===== src/rtl/uart_pkg.sv =====
// ============================================================================
// Module      : uart_pkg
// Description : Shared constants and receiver state encoding for the UART path.
// Revision    : 1.0 - initial release
// ============================================================================
`default_nettype none

package uart_pkg;

    localparam int UART_DATA_BITS  = 8;
    localparam int UART_OVERSAMPLE = 16;

    typedef enum logic [2:0] {
        IDLE  = 3'd0,
        START = 3'd1,
        DATA  = 3'd2,
        STOP  = 3'd3,
        BREAK = 3'd4
    } rx_state_t;

endpackage

`default_nettype wire


===== src/rtl/rx_sync.sv =====
// ============================================================================
// Module      : rx_sync
// Description : Two-flop synchronizer for asynchronous inputs, resets high.
// Revision    : 1.0 - initial release
// ============================================================================
`default_nettype none

module rx_sync (
    input  logic clk,
    input  logic rst,
    input  logic i_async,
    output logic o_sync
);

    logic meta_q;
    logic meta_d;
    logic sync_q;
    logic sync_d;

    always_comb begin
        meta_d = i_async;
        sync_d = meta_q;
    end

    // Reset high so an idle-high line never looks like a start bit.
    always_ff @(posedge clk) begin
        if (rst) begin
            meta_q <= 1'b1;
            sync_q <= 1'b1;
        end else begin
            meta_q <= meta_d;
            sync_q <= sync_d;
        end
    end

    assign o_sync = sync_q;

endmodule

`default_nettype wire


===== src/rtl/uart_rx.sv =====
// ============================================================================
// Module      : uart_rx
// Description : 8N1 UART receiver on a 16x oversampling enable, with a
//               one-entry valid/ready holding register and error pulses.
// Revision    : 1.0 - initial release
// ============================================================================
`default_nettype none

module uart_rx
    import uart_pkg::*;
#(
    parameter int DATA_BITS  = UART_DATA_BITS,
    parameter int OVERSAMPLE = UART_OVERSAMPLE
) (
    input  logic                 CLK100MHZ,
    input  logic                 reset,
    input  logic                 tick_16x,
    input  logic                 rx,
    output logic [DATA_BITS-1:0] rx_data,
    output logic                 rx_valid,
    input  logic                 rx_ready,
    output logic                 frame_err,
    output logic                 overrun
);

    localparam int TICK_W = $clog2(OVERSAMPLE);
    localparam int BIT_W  = $clog2(DATA_BITS + 1);

    localparam logic [TICK_W-1:0] c_mid_tick  = TICK_W'(OVERSAMPLE / 2 - 1);
    localparam logic [TICK_W-1:0] c_last_tick = TICK_W'(OVERSAMPLE - 1);
    localparam logic [BIT_W-1:0]  c_last_bit  = BIT_W'(DATA_BITS - 1);

    logic w_rx_s;

    rx_state_t             state_q,     state_d;
    logic [TICK_W-1:0]     tick_cnt_q,  tick_cnt_d;
    logic [BIT_W-1:0]      bit_cnt_q,   bit_cnt_d;
    logic [DATA_BITS-1:0]  shift_q,     shift_d;
    logic [DATA_BITS-1:0]  rx_data_q,   rx_data_d;
    logic                  rx_valid_q,  rx_valid_d;
    logic                  frame_err_q, frame_err_d;
    logic                  overrun_q,   overrun_d;
    logic                  w_stop_ok;
    logic                  w_stop_bad;

    rx_sync u_rx_sync (
        .clk     (CLK100MHZ),
        .rst     (reset),
        .i_async (rx),
        .o_sync  (w_rx_s)
    );

    always_comb begin
        state_d    = state_q;
        tick_cnt_d = tick_cnt_q;
        bit_cnt_d  = bit_cnt_q;
        shift_d    = shift_q;
        w_stop_ok  = 1'b0;
        w_stop_bad = 1'b0;

        if (tick_16x) begin
            case (state_q)
                IDLE: begin
                    if (!w_rx_s) begin
                        state_d    = START;
                        tick_cnt_d = '0;
                    end
                end
                START: begin
                    if (tick_cnt_q == c_mid_tick) begin
                        if (!w_rx_s) begin
                            state_d    = DATA;
                            tick_cnt_d = '0;
                            bit_cnt_d  = '0;
                        end else begin
                            state_d = IDLE;
                        end
                    end else begin
                        tick_cnt_d = tick_cnt_q + TICK_W'(1);
                    end
                end
                DATA: begin
                    if (tick_cnt_q == c_last_tick) begin
                        tick_cnt_d = '0;
                        shift_d    = {w_rx_s, shift_q[DATA_BITS-1:1]};
                        bit_cnt_d  = bit_cnt_q + BIT_W'(1);
                        if (bit_cnt_q == c_last_bit) begin
                            state_d = STOP;
                        end
                    end else begin
                        tick_cnt_d = tick_cnt_q + TICK_W'(1);
                    end
                end
                STOP: begin
                    if (tick_cnt_q == c_last_tick) begin
                        tick_cnt_d = '0;
                        if (w_rx_s) begin
                            w_stop_ok = 1'b1;
                            state_d   = IDLE;
                        end else begin
                            w_stop_bad = 1'b1;
                            state_d    = BREAK;
                        end
                    end else begin
                        tick_cnt_d = tick_cnt_q + TICK_W'(1);
                    end
                end
                BREAK: begin
                    // Wait for the line to recover so a held-low line does not retrigger.
                    if (w_rx_s) begin
                        state_d = IDLE;
                    end
                end
                default: begin
                    state_d = IDLE;
                end
            endcase
        end
    end

    always_comb begin
        rx_data_d   = rx_data_q;
        rx_valid_d  = rx_valid_q & ~rx_ready;
        frame_err_d = w_stop_bad;
        overrun_d   = 1'b0;

        // A load wins over a concurrent accept; a full, unaccepted register drops the byte.
        if (w_stop_ok) begin
            if (!rx_valid_q || rx_ready) begin
                rx_data_d  = shift_q;
                rx_valid_d = 1'b1;
            end else begin
                overrun_d = 1'b1;
            end
        end
    end

    always_ff @(posedge CLK100MHZ) begin
        if (reset) begin
            state_q     <= IDLE;
            tick_cnt_q  <= '0;
            bit_cnt_q   <= '0;
            shift_q     <= '0;
            rx_data_q   <= '0;
            rx_valid_q  <= 1'b0;
            frame_err_q <= 1'b0;
            overrun_q   <= 1'b0;
        end else begin
            state_q     <= state_d;
            tick_cnt_q  <= tick_cnt_d;
            bit_cnt_q   <= bit_cnt_d;
            shift_q     <= shift_d;
            rx_data_q   <= rx_data_d;
            rx_valid_q  <= rx_valid_d;
            frame_err_q <= frame_err_d;
            overrun_q   <= overrun_d;
        end
    end

    assign rx_data   = rx_data_q;
    assign rx_valid  = rx_valid_q;
    assign frame_err = frame_err_q;
    assign overrun   = overrun_q;

endmodule

`default_nettype wire


===== config.mk =====
export PLATFORM = sky130hd
export DESIGN_NAME = uart_rx
export DESIGN_NICKNAME = d
export VERILOG_FILES = /design/src/rtl/uart_pkg.sv /design/src/rtl/rx_sync.sv /design/src/rtl/uart_rx.sv
export SDC_FILE = /design/constraint.sdc
export NUM_CORES = 1
export LEC_CHECK = 0
export ABC_CLOCK_PERIOD_IN_PS = 1700
export BUFFER_PORTS_ARGS = -buffer_cell sky130_fd_sc_hd__buf_2
export CAP_MARGIN = 20
export CORE_MARGIN = 2
export CORE_UTILIZATION = 56
export CTS_CLUSTER_DIAMETER = 150
export DETAILED_ROUTE_END_ITERATION = 10
export HOLD_SLACK_MARGIN = 0.08
export PLACE_DENSITY = 0.75
export SLEW_MARGIN = 20
export SYNTH_ARGS = -nofsm -noshare
export SYNTH_HDL_FRONTEND = slang
export SYNTH_SLANG_ARGS = --single-unit

===== constraint.sdc =====
create_clock -name CLK100MHZ -period 1.7 [get_ports CLK100MHZ]
set_input_delay 0.085 -clock CLK100MHZ [delete_from_list [all_inputs] [get_ports CLK100MHZ]]
set_output_delay 0.085 -clock CLK100MHZ [all_outputs]
set_load 0.01 [all_outputs]

==> results.ini <==
[detailed_routing]
wl_um = 2780
drc_errors = 0
detail-route-antenna-nets = 0
vias = 1182
drt-initial-drc-count = 40
via_per_inst = 5.66
wl_per_cell_um = 13.3
dr.pass1.iters = 5

[critical_path]
crit_path_end_kind = flop
worst-path-max-fanout = 7
setup.worst_path.start_class = flop
worst_path_largest_cell_delay_ns = 0.36
path_class = reg -> reg
crit_slowest_cell = dfxtp_1
path_cells = ha_1 > and4_2 > and3_4 > a21oi_1 > a311oi_2
worstPathArrival_ns = 1.78
timing.critical_path.required_ns = 1.93

[sta]
drv_slew = 0
fin_crit_sh = 0.912
rsz0062_at_grt = false
layout_min_cycle_time_ns = 1.55
relSlewSlack = 0.628
finalSetupViolCount = 0
final_hold_viol_count = 0
tightest_slew_ns = 0.557
tns_ns = 0
timing.fmax_ghz = 0.645
fin_worst_skew_ns = 0.00967

[global_route]
grt.total_usage = 0.218
antenna_found_initial = 0
grt_pass1_wl_um = 4570
grt_pass1_vias = 1031
grt_overflow = 0
grt_max_degree = 33

[placement]
portBuffers = 15
detailed_place.area_mm2 = 0.00149
dp_hpwl_um = 1870
gp_congestion = 0.810

[logic_synthesis]
async_flop_share = 0
yosysMostFrequentCell = dfxtp_1
synthFlopType = dfxtp_1
ys_ff_latch = 32
avgSynthCellArea_um2 = 8.87
post-synth-top-area-cell = dfxtp_1
yosys.area.top_type_share = 0.449
synth_edf_count = 0
synth_nets = 168
syn_area_mm2 = 0.00143
netlist_top_cells_count = dfxtp_1 (32), nand2_1 (23), nor2_1 (18), a21oi_1 (12), mux2i_1 (8)
ys_types = 42
ys_top_cells_by_area = dfxtp_1 (45%), nand2_1 (6.0%), mux2i_1 (5.6%)
synthCells = 161
ys_seq_area_frac = 0.449
yosysWarnings = 0

[finish]
drive_above_1_share = 0.223
finalNetCount = 186
stdcell_area_mm2 = 0.00159
area_delta_synth_final_pct = 11.0
antenna_cells = 0

[die]
num_io_pins = 16
dieHeight_um = 54.5
die_w_um = 54.5
dieArea_mm2 = 0.00297
core_area_mm2 = 0.00245
start_util = 0.582
row_count = 18

[run]
cap_violations = 0

[power]
irDropWorstVdd_uv = 514
pwr_density_cell_mw_per_mm2 = 746
p_leak_nw = 0.656

[clock_network]
cts_num_sinks = 32
clk_latency_ns = 0.31
root_buffer = clkbuf_4
clkTransAtPathRegs_ns = 0.09
cts_tree = built
clockBufferDepth = 2
h-tree-depth = 2
cts_inserted_buffers = 5

[run_status]
status = completed

[hold_path]
hp-class = in -> reg

layer usage:
| metal | share of wire | wire length [um] | vias to the layer above | global-route usage |
|---|---|---|---|---|
| met2 | 0.47 | 1310 | 29 | 0.347 |
| li1 | - | - | 599 | - |
| met5 | 0 | 0 | - | 0 |
| met3 | 0.056 | 155 | 4 | 0.0574 |
| met1 | 0.46 | 1290 | 550 | 0.278 |
| met4 | 0.0076 | 21 | 0 | 0.0875 |
sequential cells by signal, summed over array words and instances (netlist names):
register / flops
rx_data: 8
shift_q: 8
bit_cnt_q: 4
tick_cnt_q: 4
state_q: 3
frame_err: 1
overrun: 1
rx_valid: 1
u_rx_sync.meta_q: 1
u_rx_sync.o_sync: 1
critical path, delay by kind of cell (launching register included):
kind / cells / cell delay [ns]
and+or+nand+nor: 2 / 0.56
adders and majority gates: 1 / 0.17
DFF: 1 / 0.36
AOI/OAI and AO/OA: 2 / 0.37
where the power goes:
part | switching (W) | internal (W)
registers | 0.00000575 | 0.000752
logic | 0.0000271 | 0.0000146
clock network | 0.000231 | 0.000152
total | 0.000263 | 0.000919
metrics by stage:
step           power, W  setup WS, ns  cells  utilization  hold WS, ns
2_1_floorplan  0.000802         0.169    161            -        0.172
3_3_place_gp   0.000813         0.155    198        0.608        0.270
3_5_place_dp   0.000814        0.0797    198        0.608        0.274
4_1_cts         0.00120        0.0135    206        0.631        0.108
5_1_grt         0.00124        0.0559    209        0.646        0.134
6_report        0.00118         0.150    209        0.646        0.122
final cells by class:
cell class | instances | area, um2
timing repair buffer | 21 | 123
clock inverter | 1 | 5.00
clock buffer | 6 | 41.3
inverter | 3 | 11.3
sequential | 32 | 643
tap | 30 | 37.5
multi-input combinational | 116 | 724
fill | 211 | 870
cells in the final DEF, fill, tap and decap left out, drive strengths merged, types with 2 or more instances in the layout:
cell,count
clkbuf,6
nand2b,2
nand3,5
nand2,23
or2,2
and4,2
or3,2
a31o,2
inv,3
buf,20
o21ai,6
a21oi,12
nand4,2
a22oi,3
dfxtp,32
a21o,2
nor3,3
ha,2
nor2,19
and3,2
nand3b,2
and3b,2
nor2b,3
mux2i,8
cells by family (layout without fill, tap and decap cells):
| group | count (synthesis) | in the layout | synth area share |
|---|---|---|---|
| AOI/OAI and AO/OA | 33 | 33 | 0.151 |
| and+or+nand+nor | 71 | 71 | 0.262 |
| DFF | 32 | 32 | 0.449 |
| buffers and inverters | 13 | 31 | 0.0526 |
| adders and majority gates | 2 | 2 | 0.0175 |
| xor gates and xnor gates | 2 | 2 | 0.0123 |
| muxes | 8 | 8 | 0.0561 |
final timing paths:
check                           cells past startpoint  slack [ns]                           to                   startpoint
worst max-delay path                                5        0.15    bit_cnt_q[2]$_SDFFE_PP0P_   tick_cnt_q[0]$_SDFFE_PP0P_
worst min-delay path                                3        0.12   tick_cnt_q[0]$_SDFFE_PP0P_                     tick_16x
worst max register to register                      5        0.15    bit_cnt_q[2]$_SDFFE_PP0P_   tick_cnt_q[0]$_SDFFE_PP0P_
worst min register to register                      1        0.43  u_rx_sync.o_sync$_SDFF_PP1_  u_rx_sync.meta_q$_SDFF_PP1_
timing repair:
action,in CTS,in global routing
hold buffers,1,0
endpoints found under the setup margin,1,1
setup buffers,0,3
endpoints found under the hold margin,1,0
gates resized for setup,1,4
Note: power is estimated with default switching activity, not from simulation.
